`config.mk`:
```
export PLATFORM = sky130hd
export DESIGN_NAME = alu_arbiter
export DESIGN_NICKNAME = d
export VERILOG_FILES = /design/src/rtl/alu_arbiter.sv
export SDC_FILE = /design/constraint.sdc
export NUM_CORES = 1
export LEC_CHECK = 0
export ABC_CLOCK_PERIOD_IN_PS = 2640
export BUFFER_PORTS_ARGS = -buffer_cell sky130_fd_sc_hd__buf_4
export CAP_MARGIN = 40
export CORE_MARGIN = 2
export CORE_UTILIZATION = 39
export DETAILED_ROUTE_END_ITERATION = 10
export PLACE_DENSITY = 0.84
export REMOVE_ABC_BUFFERS = 1
export SETUP_SLACK_MARGIN = 0.15
export SKIP_LAST_GASP = 1
export SLEW_MARGIN = 40
export SYNTH_ARGS = -nofsm -noshare
export SYNTH_HDL_FRONTEND = slang
export SYNTH_SLANG_ARGS = --single-unit
```
`constraint.sdc`:
```
create_clock -name Clk -period 2.64 [get_ports Clk]
set_clock_uncertainty 0.1 [all_clocks]
set_input_delay 0 -clock Clk [delete_from_list [all_inputs] [get_ports Clk]]
set_output_delay 0 -clock Clk [all_outputs]
set_load 0.01 [all_outputs]
```
`src/rtl/alu_arbiter.sv`:
```
`default_nettype none
// +------------------------------------------------------------------------+
// | alu_arbiter: round-robin valid/ready arbiter sharing one 8-bit ALU      |
// | between two requesters, with per-requester response regs and shadow     |
// | zero flags. Optional grant locking enabled by macro ALU_ARB_LOCK_EN.    |
// | Revision: 1.0                                                           |
// +------------------------------------------------------------------------+
module alu_arbiter #(
  parameter int W   = 8,
  parameter int Ops = 4
) (
  input  logic           Clk,
  input  logic           Reset,
  input  logic           req0_valid,
  output logic           req0_ready,
  input  logic [W-1:0]   req0_a,
  input  logic [W-1:0]   req0_b,
  input  logic [Ops-1:0] req0_op,
  input  logic           req0_setflags,
  input  logic           req0_lock,
  input  logic           req1_valid,
  output logic           req1_ready,
  input  logic [W-1:0]   req1_a,
  input  logic [W-1:0]   req1_b,
  input  logic [Ops-1:0] req1_op,
  input  logic           req1_setflags,
  input  logic           req1_lock,
  output logic [W-1:0]   alu_a,
  output logic [W-1:0]   alu_b,
  output logic [Ops-1:0] alu_op,
  output logic           alu_setflags,
  input  logic [W-1:0]   alu_out,
  input  logic           alu_zero,
  output logic           rsp0_valid,
  input  logic           rsp0_ready,
  output logic [W-1:0]   rsp0_data,
  output logic           rsp0_zero,
  output logic           rsp1_valid,
  input  logic           rsp1_ready,
  output logic [W-1:0]   rsp1_data,
  output logic           rsp1_zero
);

  typedef enum logic [1:0] {
    ARB   = 2'd0,
    LOCK0 = 2'd1,
    LOCK1 = 2'd2
  } state_t;

  state_t         state_q, state_d;
  logic           last_grant_q, last_grant_d;
  logic           rsp0_valid_q, rsp0_valid_d;
  logic           rsp1_valid_q, rsp1_valid_d;
  logic [W-1:0]   rsp0_data_q, rsp0_data_d;
  logic [W-1:0]   rsp1_data_q, rsp1_data_d;
  logic           zflag0_q, zflag0_d;
  logic           zflag1_q, zflag1_d;
  logic           elig0, elig1, grant0, grant1;

`ifndef ALU_ARB_LOCK_EN
  logic unused_lock;
  assign unused_lock = req0_lock ^ req1_lock;
`endif

  // A slot is free if empty or being drained this cycle; a lock starves the non-owner.
  always_comb begin
    elig0  = req0_valid && (!rsp0_valid_q || rsp0_ready) && (state_q != LOCK1) && !Reset;
    elig1  = req1_valid && (!rsp1_valid_q || rsp1_ready) && (state_q != LOCK0) && !Reset;
    grant0 = elig0 && (!elig1 || last_grant_q);
    grant1 = elig1 && !grant0;
  end

  always_comb begin
    alu_a        = '0;
    alu_b        = '0;
    alu_op       = '0;
    alu_setflags = 1'b0;
    if (grant0) begin
      alu_a        = req0_a;
      alu_b        = req0_b;
      alu_op       = req0_op;
      alu_setflags = req0_setflags;
    end else if (grant1) begin
      alu_a        = req1_a;
      alu_b        = req1_b;
      alu_op       = req1_op;
      alu_setflags = req1_setflags;
    end
  end

  always_comb begin
    last_grant_d = last_grant_q;
    rsp0_valid_d = rsp0_valid_q;
    rsp1_valid_d = rsp1_valid_q;
    rsp0_data_d  = rsp0_data_q;
    rsp1_data_d  = rsp1_data_q;
    zflag0_d     = zflag0_q;
    zflag1_d     = zflag1_q;
    state_d      = state_q;

    if (rsp0_valid_q && rsp0_ready) rsp0_valid_d = 1'b0;
    if (rsp1_valid_q && rsp1_ready) rsp1_valid_d = 1'b0;

    // alu_zero is only meaningful when the granted op requested a flag update.
    if (grant0) begin
      last_grant_d = 1'b0;
      rsp0_valid_d = 1'b1;
      rsp0_data_d  = alu_out;
      if (req0_setflags) zflag0_d = alu_zero;
    end
    if (grant1) begin
      last_grant_d = 1'b1;
      rsp1_valid_d = 1'b1;
      rsp1_data_d  = alu_out;
      if (req1_setflags) zflag1_d = alu_zero;
    end

`ifdef ALU_ARB_LOCK_EN
    case (state_q)
      ARB: begin
        if (grant0 && req0_lock)      state_d = LOCK0;
        else if (grant1 && req1_lock) state_d = LOCK1;
      end
      LOCK0:   if (grant0 && !req0_lock) state_d = ARB;
      LOCK1:   if (grant1 && !req1_lock) state_d = ARB;
      default: state_d = ARB;
    endcase
`else
    state_d = ARB;
`endif
  end

  always_ff @(posedge Clk) begin
    if (Reset) begin
      state_q      <= ARB;
      last_grant_q <= 1'b1;
      rsp0_valid_q <= 1'b0;
      rsp1_valid_q <= 1'b0;
      rsp0_data_q  <= '0;
      rsp1_data_q  <= '0;
      zflag0_q     <= 1'b0;
      zflag1_q     <= 1'b0;
    end else begin
      state_q      <= state_d;
      last_grant_q <= last_grant_d;
      rsp0_valid_q <= rsp0_valid_d;
      rsp1_valid_q <= rsp1_valid_d;
      rsp0_data_q  <= rsp0_data_d;
      rsp1_data_q  <= rsp1_data_d;
      zflag0_q     <= zflag0_d;
      zflag1_q     <= zflag1_d;
    end
  end

  assign req0_ready = grant0;
  assign req1_ready = grant1;
  assign rsp0_valid = rsp0_valid_q;
  assign rsp1_valid = rsp1_valid_q;
  assign rsp0_data  = rsp0_data_q;
  assign rsp1_data  = rsp1_data_q;
  assign rsp0_zero  = zflag0_q;
  assign rsp1_zero  = zflag1_q;

endmodule
`default_nettype wire

```
==> metrics.txt, run 1 <==
Multi-input gate area=619 sq um; Avg WL per Cell=12.3 microns; final setup fails=0; Hold Vio Cnt, Final=0; largest net degree at the start of global routing=46; HPWL Detailed=2580 microns; CTS Root Cell=clkbuf_4; cts bufs inserted=3; Critical Path Source=rsp1_valid; final WL=3550 microns; Synth warnings=0; Initial Util=0.406; outcome=finished clean; Mapped Avg Cell Area=7.54 sq um; Area Growth Syn to Fin=85.6%; synth top area cells=dfxtp_1, a22oi_1, nand2_1; async set-or-reset flop fraction in the synthesized netlist=0; IO Pins=102; hold_sp=Reset; post-route clock period utilization=0.875; maximum clock path buffer count=2; remaining antenna violation count=0; final critical-path required period=2.31 ns; final setup margin=0.329 ns; first-pass GRT wire length=5710 microns; number of core rows=19; setup tns final=0 ns; DR iter-0 viols=54; post-CTS setup buffers=0; fmax=0.433 GHz; most frequent cell after synthesis=nand2_1; clock transition at the registers of the reported paths=0.11 ns; # DRC=0; Seq. cell area=420 sq um; # H-tree levels=1; RSZ-0062 raised after global routing=false; register area share after synthesis=0.382; Post-synth EDFFs=0; Core ar.=2710 sq um; Netlist cell types=20; area leader, netlist=dfxtp_1; number of I/O port buffers=99; Hold Crit Class=in -> reg; Slew Viols, Final=0; Worst Setup End Kind=flip-flop; Place WS=0.730 ns; # diodes=0; initial antenna violation count=0; Pre-antenna DRT Iters=4; Leakage=0.997 nW; Max-Cap Viols=0; #FFs+latches synth=21; Peak VDD IR=0.346 mV; CTS tree=built; Worst EP required=2.73 ns; Syn Std Cell Area=1100 sq um; arrival time worst endpoint=2.40 ns; Die Y=57.1 microns; Fin Hold WS=0.0336 ns; Via density=5.04; share of cells above drive strength 1=0.447; Slew HR=0.489; Die X=57.1 microns; filler instances=240; CP Launch Type=flip-flop; via count=1,452; Cells after Synth=146; worst slew pin tran=0.765 ns; crit path kind=reg -> reg; Worst-Skew Late Latency=0.29 ns; vias in the first global route=1,409; area share of the largest cell type after synthesis=0.382; Synth Flop Type=dfxtp_1; reg2reg start=rsp1_valid; Die Area=3260 sq um; clock net sink count=21; Crit Path Max Fanout=15; Tot GR Track Use=0.216; top post-synthesis cells by count=nand2_1, nor2_1, dfxtp_1; routability congestion estimate=0.796; GRT overflow=0; Final nets=317; Pwr Density=390 nW/um^2
[area by class of cell]
cell class | instances | area share
Inverter | 1 | 0.00184
Clock inverter | 1 | 0.00245
Clock buffer | 3 | 0.0110
Tap cell | 31 | 0.0190
Timing Repair Buffer | 119 | 0.457
Multi-Input combinational cell | 112 | 0.303
Sequential cell | 21 | 0.206
[worst paths after layout]
check / to / slack (ns) / depth (start not counted)
setup / recovery: rsp1_zero / 0.33 / 5
hold / removal: rsp1_data[3] / 0.03 / 2
setup reg to reg: rsp1_zero / 0.33 / 5
hold reg to reg: rsp1_data[3] / 0.36 / 2
[cell usage in the layout, fill, tap and decap left out, types with 2 or more instances in the layout]
cell type / Yosys / final
nand2b_1: 4 / 4
buf_4: 2 / 103
a22oi_2: 2 / 2
dfxtp_1: 21 / 21
nand2_1: 35 / 35
nor2_1: 23 / 23
clkbuf_4: 0 / 3
dlygate4sd3_1: 0 / 16
mux2i_1: 2 / 2
o21ai_0: 2 / 2
a21oi_1: 20 / 20
a22oi_1: 18 / 18
[state kept, by name (all words and copies together) (netlist names)]
signal,flops
rsp0_valid,1
last_grant_q,1
rsp0_data,8
rsp1_valid,1
rsp1_zero,1
rsp0_zero,1
rsp1_data,8
[critical path, cell delays in order (launching register included)]
cell	delay (ns)
dfxtp_1	0.33
nor2b_2	0.20
a311oi_4	0.67
nand2_1	0.21
mux2i_1	0.15
dlygate4sd3_1	0.56
[timing repair]
| item | in CTS | in global routing |
|---|---|---|
| setup endpoints to repair | 0 | 1 |
| hold buffers | 16 | 0 |
| gates resized for setup | 0 | 1 |
| hold endpoints to repair | 21 | 0 |
[per-layer routing]
| metal | share of wire | up-vias | global-route usage |
|---|---|---|---|
| met1 | 0.38 | 640 | 0.234 |
| met2 | 0.51 | 76 | 0.399 |
| met3 | 0.088 | 8 | 0.0340 |
| li1 | - | 728 | - |
| met5 | 0 | - | 0 |
| met4 | 0.023 | 0 | 0.113 |
[stage by stage]
stage,util,power (mW),std cells,area [sq um]
CTS,0.753,0.805,288,2040
global route,0.754,0.853,288,2040
global placement,0.684,0.631,268,1850
finish,0.754,0.796,288,2040
detailed placement,0.684,0.635,268,1850
floorplan,-,0.466,134,1030
[power breakdown]
part	switching, mW	total, mW	internal (mW)
Sequential	0.0129	0.350	0.337
Combinational	0.130	0.296	0.167
Clock	0.0934	0.150	0.0564
[cell families after synthesis]
logic type,Yosys count,synth area share
simple gates,64,0.241
compound gates,46,0.292
mux,2,0.0182
flops,21,0.382
buf+inv,13,0.0670
No activity file was read; power rests on OpenSTA's default activity.
==> inputs of run 2 (changes only) <==
--- a/config.mk
+++ b/config.mk
@@ -5,13 +5,13 @@
 export SDC_FILE = /design/constraint.sdc
 export NUM_CORES = 1
 export LEC_CHECK = 0
-export ABC_CLOCK_PERIOD_IN_PS = 2640
+export ABC_CLOCK_PERIOD_IN_PS = 2500
 export BUFFER_PORTS_ARGS = -buffer_cell sky130_fd_sc_hd__buf_4
 export CAP_MARGIN = 40
 export CORE_MARGIN = 2
-export CORE_UTILIZATION = 39
+export CORE_UTILIZATION = 36
 export DETAILED_ROUTE_END_ITERATION = 10
-export PLACE_DENSITY = 0.84
+export PLACE_DENSITY = 0.79
 export REMOVE_ABC_BUFFERS = 1
 export SETUP_SLACK_MARGIN = 0.15
 export SKIP_LAST_GASP = 1
==> constraint.sdc (replaced) <==
create_clock -name Clk -period 2.5 [get_ports Clk]
set_clock_uncertainty 0.1 [all_clocks]
set_input_delay 0 -clock Clk [delete_from_list [all_inputs] [get_ports Clk]]
set_output_delay 0 -clock Clk [all_outputs]
set_load 0.01 [all_outputs]
==> run 2 against run 1 <==
  * Die area rose by 7.7%
  * Fmax rose by 9.3%
  * Register-to-register slack improved by 0.06 ns
  * Worst hold slack improved by 0.010 ns
  * Setup slack improved by 0.056 ns
==> metrics.txt, run 2 (synthesis results as in run 1) <==
Worst Setup End Kind=flip-flop; fmax=0.473 GHz (+9.3%); uppermost layer routed=met4; GRT overflow=0 (unchanged); finished layout cell area=2030 sq um (-0.80%); maximum clock path buffer count=2 (unchanged); # H-tree levels=1 (unchanged); via count=1,425 (-1.9%); largest net degree at the start of global routing=46 (unchanged); Initial Util=0.370 (-0.0365); Core ar.=2980 sq um (+9.9%); commonest cells after routing, fill and taps aside=buf_4, nand2_1, nor2_1, dfxtp_1, a21oi_1; Max-Cap Viols=0 (unchanged); number of I/O port buffers=99 (unchanged); filler instances=278 (+16%); commonest non-fill, non-tap cell in the layout=buf_4; post-layout util=0.681 (-0.0733); final setup margin=0.385 ns (+0.0564 ns); # DRC=0 (unchanged); M1 wire length=1430 microns (+5.2%); met2 wire length=1860 microns (+3.2%); Hold Crit Class=in -> reg; final critical-path required period=2.11 ns (-0.196 ns); Flop pwr share=0.443 (+0.003); remaining antenna violation count=0 (unchanged); Slew HR=0.508 (+0.0191); total power=0.836 mW (+5.0%); r2r setup slk=0.39 ns (+0.06 ns); Slew Viols, Final=0 (unchanged); cts-stage hold buffer count=15 (-1); DR iter-0 viols=33 (-39%); Net Sw Frac=0.296 (-0.000564); Final nets=315 (-0.63%); post-cts resize count=0 (unchanged); Hold Vio Cnt, Final=0 (unchanged); Die Y=59.3 microns (+3.8%); CTS tree=built; met3 routed WL=261 microns (-17%); RSZ-0062 raised after global routing=false; post-route clock period utilization=0.846 (-0.0295); cts bufs inserted=3 (unchanged); Switching Power=0.247 mW (+4.8%); outcome=finished clean; Area Growth Syn to Fin=84.1%; Peak VDD IR=0.156 mV (-55%); routability congestion estimate=0.774 (-2.8%); Fin Hold WS=0.0437 ns (+0.0101 ns); Power Internal=0.589 mW (+5.0%); power share of the clock group=0.185 (-0.003); Die X=59.3 microns (+3.8%); Finished Layout Cells=288 (unchanged); clock transition at the registers of the reported paths=0.11 ns (about the same); Tot GR Track Use=0.204 (-0.0120); Cells after DPL=269 (+0.37%); Placed Area=1850 sq um (-0.27%); clock net sink count=21 (unchanged); initial antenna violation count=0 (unchanged); IO Pins=102 (unchanged); Worst-Skew Late Latency=0.29 ns (about the same); number of core rows=20 (+1); Pre-antenna DRT Iters=4 (unchanged); Die Area=3520 sq um (+7.7%); post-CTS setup buffers=0 (unchanged); Worst EP required=2.63 ns (-0.10 ns); CTS Root Cell=clkbuf_4; setup tns final=0 ns (unchanged); CP Launch Type=flip-flop; vias in the first global route=1,342 (-4.8%); worst slew pin tran=0.736 ns (-0.0286 ns); share of cells above drive strength 1=0.443 (-0.00433); # diodes=0 (unchanged); Avg WL per Cell=12.5 microns (+1.4%); first-pass GRT wire length=5580 microns (-2.2%); crit path kind=reg -> reg; arrival time worst endpoint=2.25 ns (-0.15 ns); Via density=4.95 (-1.9%); Comb power frac=0.372 (about the same); final setup fails=0 (unchanged); Pwr Density=412 nW/um^2 (+5.8%); Place WS=0.894 ns (+0.164 ns); HPWL Detailed=2470 microns (-4.4%); Leakage=0.985 nW (-1.2%); Crit Path Max Fanout=10 (-5); final WL=3600 microns (+1.4%)
[run 2: final cells by class]
type / count / area (sq um) / area share
multi-input combinational: 112 / 618 / 0.305
clock buffer: 3 / 22.5 / 0.0111
tap: 33 / 41.3 / 0.0204
timing repair buffer: 117 / 916 / 0.452
clock inverter: 1 / 5.00 / 0.00247
inverter: 1 / 3.75 / 0.00185
sequential: 21 / 420 / 0.207
[run 2: metal layers]
metal	vias to the layer above	track usage
met5	-	0
li1	723	-
met3	4	0.0328
met2	65	0.386
met1	633	0.220
met4	0	0.0812
[run 2: worst paths after layout]
kind,to,from,cells past startpoint
max,rsp1_valid,rsp1_valid,5
min,rsp1_data[1],Reset,2
max reg2reg,rsp1_valid,rsp1_valid,5
min reg2reg,rsp1_data[0],rsp1_data[0],2
[run 2: power by group through the flow]
stage	clock (mW)	sequential [mW]	combinational [mW]
after CTS	0.165	0.370	0.311
after global routing	0.184	0.373	0.340
final	0.155	0.370	0.311
after detailed placement	0	0.378	0.291
after floorplan	0	0.386	0.106
after global placement	0	0.377	0.288
[run 2: worst max-delay path: stages, from the launching register on]
cell and delay, ns:
dfxtp_1 0.32, nor2b_2 0.19, o311ai_2 0.63, a21oi_1 0.14, dlygate4sd3_1 0.59, nor2_1 0.10
